File: src/rtl/multicycle_controller_if.sv
// Request/ready handshake between the multicycle controller and the unified memory port.
interface multicycle_controller_if;
  logic mem_req;
  logic mem_we;
  logic mem_addr_sel;
  logic mem_ready;

  modport master (output mem_req, output mem_we, output mem_addr_sel, input mem_ready);
  modport slave  (input mem_req, input mem_we, input mem_addr_sel, output mem_ready);
endinterface

File: src/rtl/multicycle_controller.sv
// Control FSM sequencing the shared multicycle RV32 datapath (R-type, OP-IMM, LH, SH, BEQ).
// Optional feature macro ILLEGAL_TRAP_EN: unknown opcodes trap to HALT instead of acting as NOPs.
module multicycle_controller #(
  parameter int unsigned MEM_TIMEOUT = 15,
  parameter int unsigned TO_W        = 8
) (
  input  logic                           clk,
  input  logic                           rst_n,
  multicycle_controller_if.master        mem,
  input  logic [6:0]                     opcode,
  input  logic                           zero,
  output logic                           ir_write,
  output logic                           pc_write,
  output logic                           pc_src,
  output logic [1:0]                     imm_type,
  output logic [1:0]                     alu_src_b,
  output logic [1:0]                     alu_op,
  output logic                           reg_write,
  output logic                           wb_sel,
  output logic                           instr_retired,
  output logic                           mem_err,
  output logic                           illegal,
  output logic [2:0]                     state
);

  typedef enum logic [2:0] {
    ST_START  = 3'd0,
    ST_FETCH  = 3'd1,
    ST_DECODE = 3'd2,
    ST_EXEC   = 3'd3,
    ST_MEM    = 3'd4,
    ST_WB     = 3'd5,
    ST_ERROR  = 3'd6,
    ST_HALT   = 3'd7
  } state_e;

  localparam logic [6:0]      OP_R     = 7'b0110011;
  localparam logic [6:0]      OP_IMM   = 7'b0010011;
  localparam logic [6:0]      OP_LH    = 7'b0000011;
  localparam logic [6:0]      OP_SH    = 7'b0100011;
  localparam logic [6:0]      OP_BEQ   = 7'b1100011;
  localparam logic [TO_W-1:0] LIMIT_C  = TO_W'(MEM_TIMEOUT);
  localparam logic [TO_W-1:0] ONE_C    = TO_W'(1);

  state_e          state_r;
  state_e          state_nxt_s;
  logic [TO_W-1:0] wait_cnt_r;
  logic            mem_err_r;
  logic            is_r_s, is_imm_s, is_lh_s, is_sh_s, is_beq_s, supported_s;
  logic            waiting_s, timeout_s;

  assign is_r_s      = (opcode == OP_R);
  assign is_imm_s    = (opcode == OP_IMM);
  assign is_lh_s     = (opcode == OP_LH);
  assign is_sh_s     = (opcode == OP_SH);
  assign is_beq_s    = (opcode == OP_BEQ);
  assign supported_s = is_r_s | is_imm_s | is_lh_s | is_sh_s | is_beq_s;

  // Ready in the limit cycle still completes; only a stalled limit cycle times out.
  assign waiting_s = ((state_r == ST_FETCH) || (state_r == ST_MEM)) && !mem.mem_ready;
  assign timeout_s = waiting_s && (wait_cnt_r == LIMIT_C);

  // Next-state selection.
  always_comb begin
    state_nxt_s = state_r;
    case (state_r)
      ST_START:  state_nxt_s = ST_FETCH;
      ST_FETCH: begin
        if (mem.mem_ready)  state_nxt_s = ST_DECODE;
        else if (timeout_s) state_nxt_s = ST_ERROR;
        else                state_nxt_s = ST_FETCH;
      end
      ST_DECODE: begin
        if (supported_s) state_nxt_s = ST_EXEC;
`ifdef ILLEGAL_TRAP_EN
        else             state_nxt_s = ST_HALT;
`else
        else             state_nxt_s = ST_FETCH;
`endif
      end
      ST_EXEC: begin
        if (is_r_s || is_imm_s)      state_nxt_s = ST_WB;
        else if (is_lh_s || is_sh_s) state_nxt_s = ST_MEM;
        else                         state_nxt_s = ST_FETCH;
      end
      ST_MEM: begin
        if (mem.mem_ready)  state_nxt_s = is_sh_s ? ST_FETCH : ST_WB;
        else if (timeout_s) state_nxt_s = ST_ERROR;
        else                state_nxt_s = ST_MEM;
      end
      ST_WB:     state_nxt_s = ST_FETCH;
      ST_ERROR:  state_nxt_s = ST_ERROR;
      ST_HALT:   state_nxt_s = ST_HALT;
      default:   state_nxt_s = ST_START;
    endcase
  end

`ifdef ILLEGAL_TRAP_EN
  logic illegal_r;
  assign illegal = illegal_r;
`else
  assign illegal = 1'b0;
`endif

  // State register, memory wait counter and sticky fault flags.
  always_ff @(posedge clk or negedge rst_n) begin
    if (!rst_n) begin
      state_r    <= ST_START;
      wait_cnt_r <= '0;
      mem_err_r  <= 1'b0;
`ifdef ILLEGAL_TRAP_EN
      illegal_r  <= 1'b0;
`endif
    end else begin
      state_r <= state_nxt_s;
      if (state_nxt_s != state_r) wait_cnt_r <= '0;
      else if (waiting_s)         wait_cnt_r <= wait_cnt_r + ONE_C;
      else                        wait_cnt_r <= wait_cnt_r;
      if (state_nxt_s == ST_ERROR) mem_err_r <= 1'b1;
      else                         mem_err_r <= mem_err_r;
`ifdef ILLEGAL_TRAP_EN
      if (state_nxt_s == ST_HALT) illegal_r <= 1'b1;
      else                        illegal_r <= illegal_r;
`endif
    end
  end

  assign state   = state_r;
  assign mem_err = mem_err_r;

  // Strobe decode from the state plus opcode, zero and mem_ready.
  always_comb begin
    mem.mem_req      = 1'b0;
    mem.mem_we       = 1'b0;
    mem.mem_addr_sel = 1'b0;
    ir_write         = 1'b0;
    pc_write         = 1'b0;
    pc_src           = 1'b0;
    imm_type         = 2'b00;
    alu_src_b        = 2'b00;
    alu_op           = 2'b00;
    reg_write        = 1'b0;
    wb_sel           = 1'b0;
    instr_retired    = 1'b0;
    case (state_r)
      ST_FETCH: begin
        mem.mem_req = 1'b1;
        if (mem.mem_ready) begin
          ir_write = 1'b1;
          pc_write = 1'b1;
        end else begin
          ir_write = 1'b0;
          pc_write = 1'b0;
        end
      end
      ST_DECODE: begin
        if (is_sh_s)       imm_type = 2'b01;
        else if (is_beq_s) imm_type = 2'b10;
        else               imm_type = 2'b00;
      end
      ST_EXEC, ST_WB: begin
        if (is_r_s) begin
          alu_op = 2'b10;
        end else if (is_imm_s) begin
          alu_op    = 2'b10;
          alu_src_b = 2'b01;
        end else if (is_lh_s || is_sh_s) begin
          alu_src_b = 2'b01;
        end else if (is_beq_s) begin
          alu_op = 2'b01;
        end else begin
          alu_op = 2'b00;
        end
        if (state_r == ST_WB) begin
          reg_write     = 1'b1;
          wb_sel        = is_lh_s;
          instr_retired = 1'b1;
        end else if (is_beq_s) begin
          instr_retired = 1'b1;
          pc_write      = zero;
          pc_src        = zero;
        end else begin
          instr_retired = 1'b0;
        end
      end
      ST_MEM: begin
        mem.mem_req      = 1'b1;
        mem.mem_addr_sel = 1'b1;
        mem.mem_we       = is_sh_s;
        alu_src_b        = 2'b01;
        instr_retired    = is_sh_s & mem.mem_ready;
      end
      default: begin
        mem.mem_req = 1'b0;
      end
    endcase
  end

endmodule

File: src/flat_wrapper.sv
// flat-port wrapper written by rule: the top's interface ports become plain ports
module multicycle_controller_flat 
#(
  parameter int unsigned MEM_TIMEOUT = 15,
  parameter int unsigned TO_W        = 8
)
  (clk, rst_n, opcode, zero, ir_write, pc_write, pc_src, imm_type, alu_src_b, alu_op, reg_write, wb_sel, instr_retired, mem_err, illegal, state, mem_mem_req, mem_mem_we, mem_mem_addr_sel, mem_mem_ready);
  multicycle_controller_if mem_i ();
  input  logic clk;
  input  logic rst_n;
  input  logic [6:0] opcode;
  input  logic zero;
  output logic ir_write;
  output logic pc_write;
  output logic pc_src;
  output logic [1:0] imm_type;
  output logic [1:0] alu_src_b;
  output logic [1:0] alu_op;
  output logic reg_write;
  output logic wb_sel;
  output logic instr_retired;
  output logic mem_err;
  output logic illegal;
  output logic [2:0] state;
  output wire logic [$bits(mem_i.mem_req)-1:0] mem_mem_req;
  output wire logic [$bits(mem_i.mem_we)-1:0] mem_mem_we;
  output wire logic [$bits(mem_i.mem_addr_sel)-1:0] mem_mem_addr_sel;
  input wire logic [$bits(mem_i.mem_ready)-1:0] mem_mem_ready;
  assign mem_mem_req = mem_i.mem_req;
  assign mem_mem_we = mem_i.mem_we;
  assign mem_mem_addr_sel = mem_i.mem_addr_sel;
  assign mem_i.mem_ready = mem_mem_ready;
  multicycle_controller #(.MEM_TIMEOUT(MEM_TIMEOUT), .TO_W(TO_W)) u_core (.clk(clk), .rst_n(rst_n), .mem(mem_i), .opcode(opcode), .zero(zero), .ir_write(ir_write), .pc_write(pc_write), .pc_src(pc_src), .imm_type(imm_type), .alu_src_b(alu_src_b), .alu_op(alu_op), .reg_write(reg_write), .wb_sel(wb_sel), .instr_retired(instr_retired), .mem_err(mem_err), .illegal(illegal), .state(state));
endmodule
File: config.mk
export PLATFORM = sky130hd
export DESIGN_NAME = multicycle_controller_flat
export DESIGN_NICKNAME = d
export VERILOG_FILES = /design/src/rtl/multicycle_controller_if.sv /design/src/rtl/multicycle_controller.sv /design/src/flat_wrapper.sv
export SDC_FILE = /design/constraint.sdc
export NUM_CORES = 1
export LEC_CHECK = 0
export CAP_MARGIN = 5
export CORE_AREA = 2 2 53 55
export CTS_CLUSTER_SIZE = 25
export DETAILED_ROUTE_END_ITERATION = 12
export DIE_AREA = 0 0 55 57
export PLACE_DENSITY_LB_ADDON = 0.15
export SLEW_MARGIN = 20
export SYNTH_ARGS = -nofsm -noshare
export SYNTH_HDL_FRONTEND = slang
export SYNTH_SLANG_ARGS = --single-unit
File: constraint.sdc
create_clock -name clk -period 1.8 [get_ports clk]
set_clock_uncertainty 0.2 [all_clocks]
set_input_delay 0.27 -clock clk [delete_from_list [all_inputs] [get_ports clk]]
set_output_delay 0.27 -clock clk [all_outputs]
set_load 0.1 [all_outputs]
==> results.sh <==
export IMPL_status="complete, but fails checks"
export IMPL_violations="negative setup slack"
export IMPL_clock_path_buffers=2
export IMPL_yosys_area_top_type="dfrtp_1"
export IMPL_start_util_pct=38.4
export IMPL_drt_iter0_markers=51
export IMPL_root_buffer="clkbuf_4"
export IMPL_drv_slew=0
export IMPL_tritoncts_num_sinks=12
export IMPL_io_pins=31
export IMPL_detailed_place_hpwl_mm=2.42
export IMPL_hold_viol_final=0
export IMPL_worst_pin_slew_ns=0.535
export IMPL_power_leakage_nw=0.963
export IMPL_ys_warn_count=0
export IMPL_final_nets=211
export IMPL_yosysMostFrequentCell="dfrtp_1"
export IMPL_grt_pass1_wl_mm=6.46
export IMPL_cts_max_level=1
export IMPL_crit_arrival_ns=2.05
export IMPL_grt_antenna_before_repair=0
export IMPL_area_delta_synth_final_pct=132
export IMPL_avgRoutedWirePerCell_um=19.3
export IMPL_overflow=0
export IMPL_cp_cell_sequence="or2b_1, a2111oi_4, nand2_2, a211oi_4, buf_12"
export IMPL_crit_path_end_kind="primary output"
export IMPL_min_period_over_period_pct=140
export IMPL_p_per_area_nw_per_um2=1330
export IMPL_path_delay_family="compound AO/OA/AOI/OAI gates"
export IMPL_cap_viol_max_count=0
export IMPL_cts_tree="yes"
export IMPL_maxSlewHeadroom_pct=64.2
export IMPL_synth_top_cell_area_share_pct=29.9
export IMPL_vias_per_cell=5.84
export IMPL_placementRows=19
export IMPL_postSynthAreaPerCell_um2=8.59
export IMPL_worstSetupStartpointType="flop"
export IMPL_antenna_cells=0
export IMPL_cp_max_fo=2
export IMPL_setup_ws_ns=-0.718
export IMPL_peakVddDrop_v=0.00174
export IMPL_crit_required_ns=1.33
export IMPL_critPathKind="reg2out"
export IMPL_clk_pin_slew_ns=0.07
export IMPL_netlist_top_cells_count="12 x dfrtp_1, 11 x nand2_1, 8 x nor2_1, 7 x nor4_1"
export IMPL_track_usage_pct=28.2
export IMPL_ctsHoldBuffers=0
export IMPL_final_layout_size_suffix_gt1_share_pct=66.7
export IMPL_routed_wl_mm=4.41
export IMPL_gp_congestion=0.811
export IMPL_insertion_delay_ns=0.28
export IMPL_die_h_um=57
export IMPL_crit_buf_inv=1
export IMPL_die_x_um=55
export IMPL_dp_worst_setup_slack_ns=-0.679
export IMPL_async_reset_ff_share_pct=100
export IMPL_firstDrtPassIters=4
export IMPL_syn_cell_area_um2=1000
export IMPL_rsz0062_at_grt="true"
export IMPL_synthTopCellsByArea="dfrtp_1 30%, nor4_1 4.4%, xor2_1 4.4%"
export IMPL_drc=0
export IMPL_min_path_type="in2async"
export IMPL_ys_flop_type="dfrtp_1"
export IMPL_critPathSlowestCell="dfrtp_4"
export IMPL_cts_buffers=3
export IMPL_dp_cells=205
export IMPL_synth_edff_count=0
export IMPL_yosysSeqAreaShare_pct=29.9
export IMPL_fmax_mhz=397
export IMPL_portBuffers=28
export IMPL_period_minus_slack_ns=2.52
export IMPL_syn_inst=117
export IMPL_layoutNonFillerInstCount=229
export IMPL_antenna_left=0
export IMPL_num_vias=1338
export IMPL_ys_ff_latch=12
export IMPL_core_um2=2620
export IMPL_synth_distinct_cells=49
export IMPL_die_area_um2=3140
export IMPL_setup_viol=27
export IMPL_grt_max_degree=13
export IMPL_first_global_vias=1395
export IMPL_slowest_delay_ns=0.48
-- metal layers --
| metal | GRT usage [%] | wire (um) |
|---|---|---|
| met1 | 32.3 | 1780 |
| met2 | 49.0 | 2270 |
| met3 | 2.88 | 166 |
| met4 | 16.4 | 201 |
| met5 | 0 | 0 |
-- layout by cell type (no fill, tap or decap), types with 2 or more instances in the layout --
cell type / synthesis / layout
conb_1: 1 / 2
o21ai_0: 4 / 3
nor3_2: 0 / 3
or3_4: 0 / 3
dlygate4sd2_1: 0 / 3
dfrtp_1: 12 / 9
clkbuf_4: 0 / 3
clkdlybuf4s50_1: 0 / 3
nand2b_1: 4 / 3
nor4_2: 0 / 3
buf_2: 2 / 2
buf_8: 0 / 3
buf_4: 2 / 35
dfrtp_4: 0 / 3
inv_1: 5 / 4
a41o_1: 2 / 2
xor2_1: 5 / 4
nand2_2: 0 / 3
nor4_4: 0 / 3
buf_6: 2 / 16
buf_12: 0 / 21
a211oi_2: 1 / 2
nand4_1: 3 / 3
and2_1: 4 / 3
nand2_1: 11 / 8
nor2_4: 0 / 6
-- final timing paths --
check | start | end | slack, ns | depth (start not counted)
min in group clk | u_core.mem_err | u_core.mem_err | 0.34 | 1
max | u_core.state[1] | pc_write | -0.72 | 5
max reg2reg | u_core.state[1] | u_core.mem_err | -0.52 | 10
max in group asynchronous | rst_n | u_core.state[0] | 0.86 | 1
min reg2reg | u_core.mem_err | u_core.mem_err | 0.34 | 1
min | rst_n | u_core.mem_err | 0.14 | 1
-- where the power goes --
| group | total, mW | internal, mW | switching, mW |
|---|---|---|---|
| Combinational | 2.55 | 1.14 | 1.41 |
| Clock | 0.175 | 0.0860 | 0.0893 |
| Sequential | 0.363 | 0.323 | 0.0400 |
| Total | 3.09 | 1.55 | 1.54 |
-- area by class of cell --
type / count / area (um2)
repair buffers: 84 / 986
multi-input cells: 93 / 948
flip-flops and latches: 12 / 312
fillers: 108 / 283
well taps: 31 / 38.8
clock buffers: 4 / 26.3
inverters: 5 / 21.3
-- cell families (layout without fill, tap and decap cells) --
kind of cell,count (synthesis),count (layout),synth area share (%)
buffers and inverters,13,93,7.35
other,1,2,0.373
multiplexers,1,1,0.996
AND/OR/NAND/NOR,57,57,32.6
AO/OA/AOI/OAI,26,26,22.3
adder cells (fa/ha/maj),1,1,1.25
XOR/XNOR,6,6,5.23
flip-flops,12,12,29.9
-- what timing repair did --
action,in CTS,in global routing
endpoints found under the setup margin,26,27
gates resized for setup,76,11
setup buffers,16,7
hold endpoints to repair,0,0
cloned,0,0
pin swaps,24,12
-- state kept, by name (all words and copies together) (netlist names) --
register,count
u_core.wait_cnt_r,8
u_core.state,3
u_core.mem_err,1
-- per-stage QoR --
stage	hold slack (ns)	TNS [ns]	cell area (um2)	util (%)	power, mW
6_report	0.138	-12.92	2330	89.2	3.09
3_3_place_gp	0.323	-10.82	1850	70.8	2.18
4_1_cts	0.146	-8.70	2260	86.4	2.95
5_1_grt	0.182	-14.12	2330	89.2	3.21
3_5_place_dp	0.328	-11.01	1850	70.8	2.20
2_1_floorplan	-0.226	-16.71	1150	-	1.53
(Power assumes the default switching activity.)
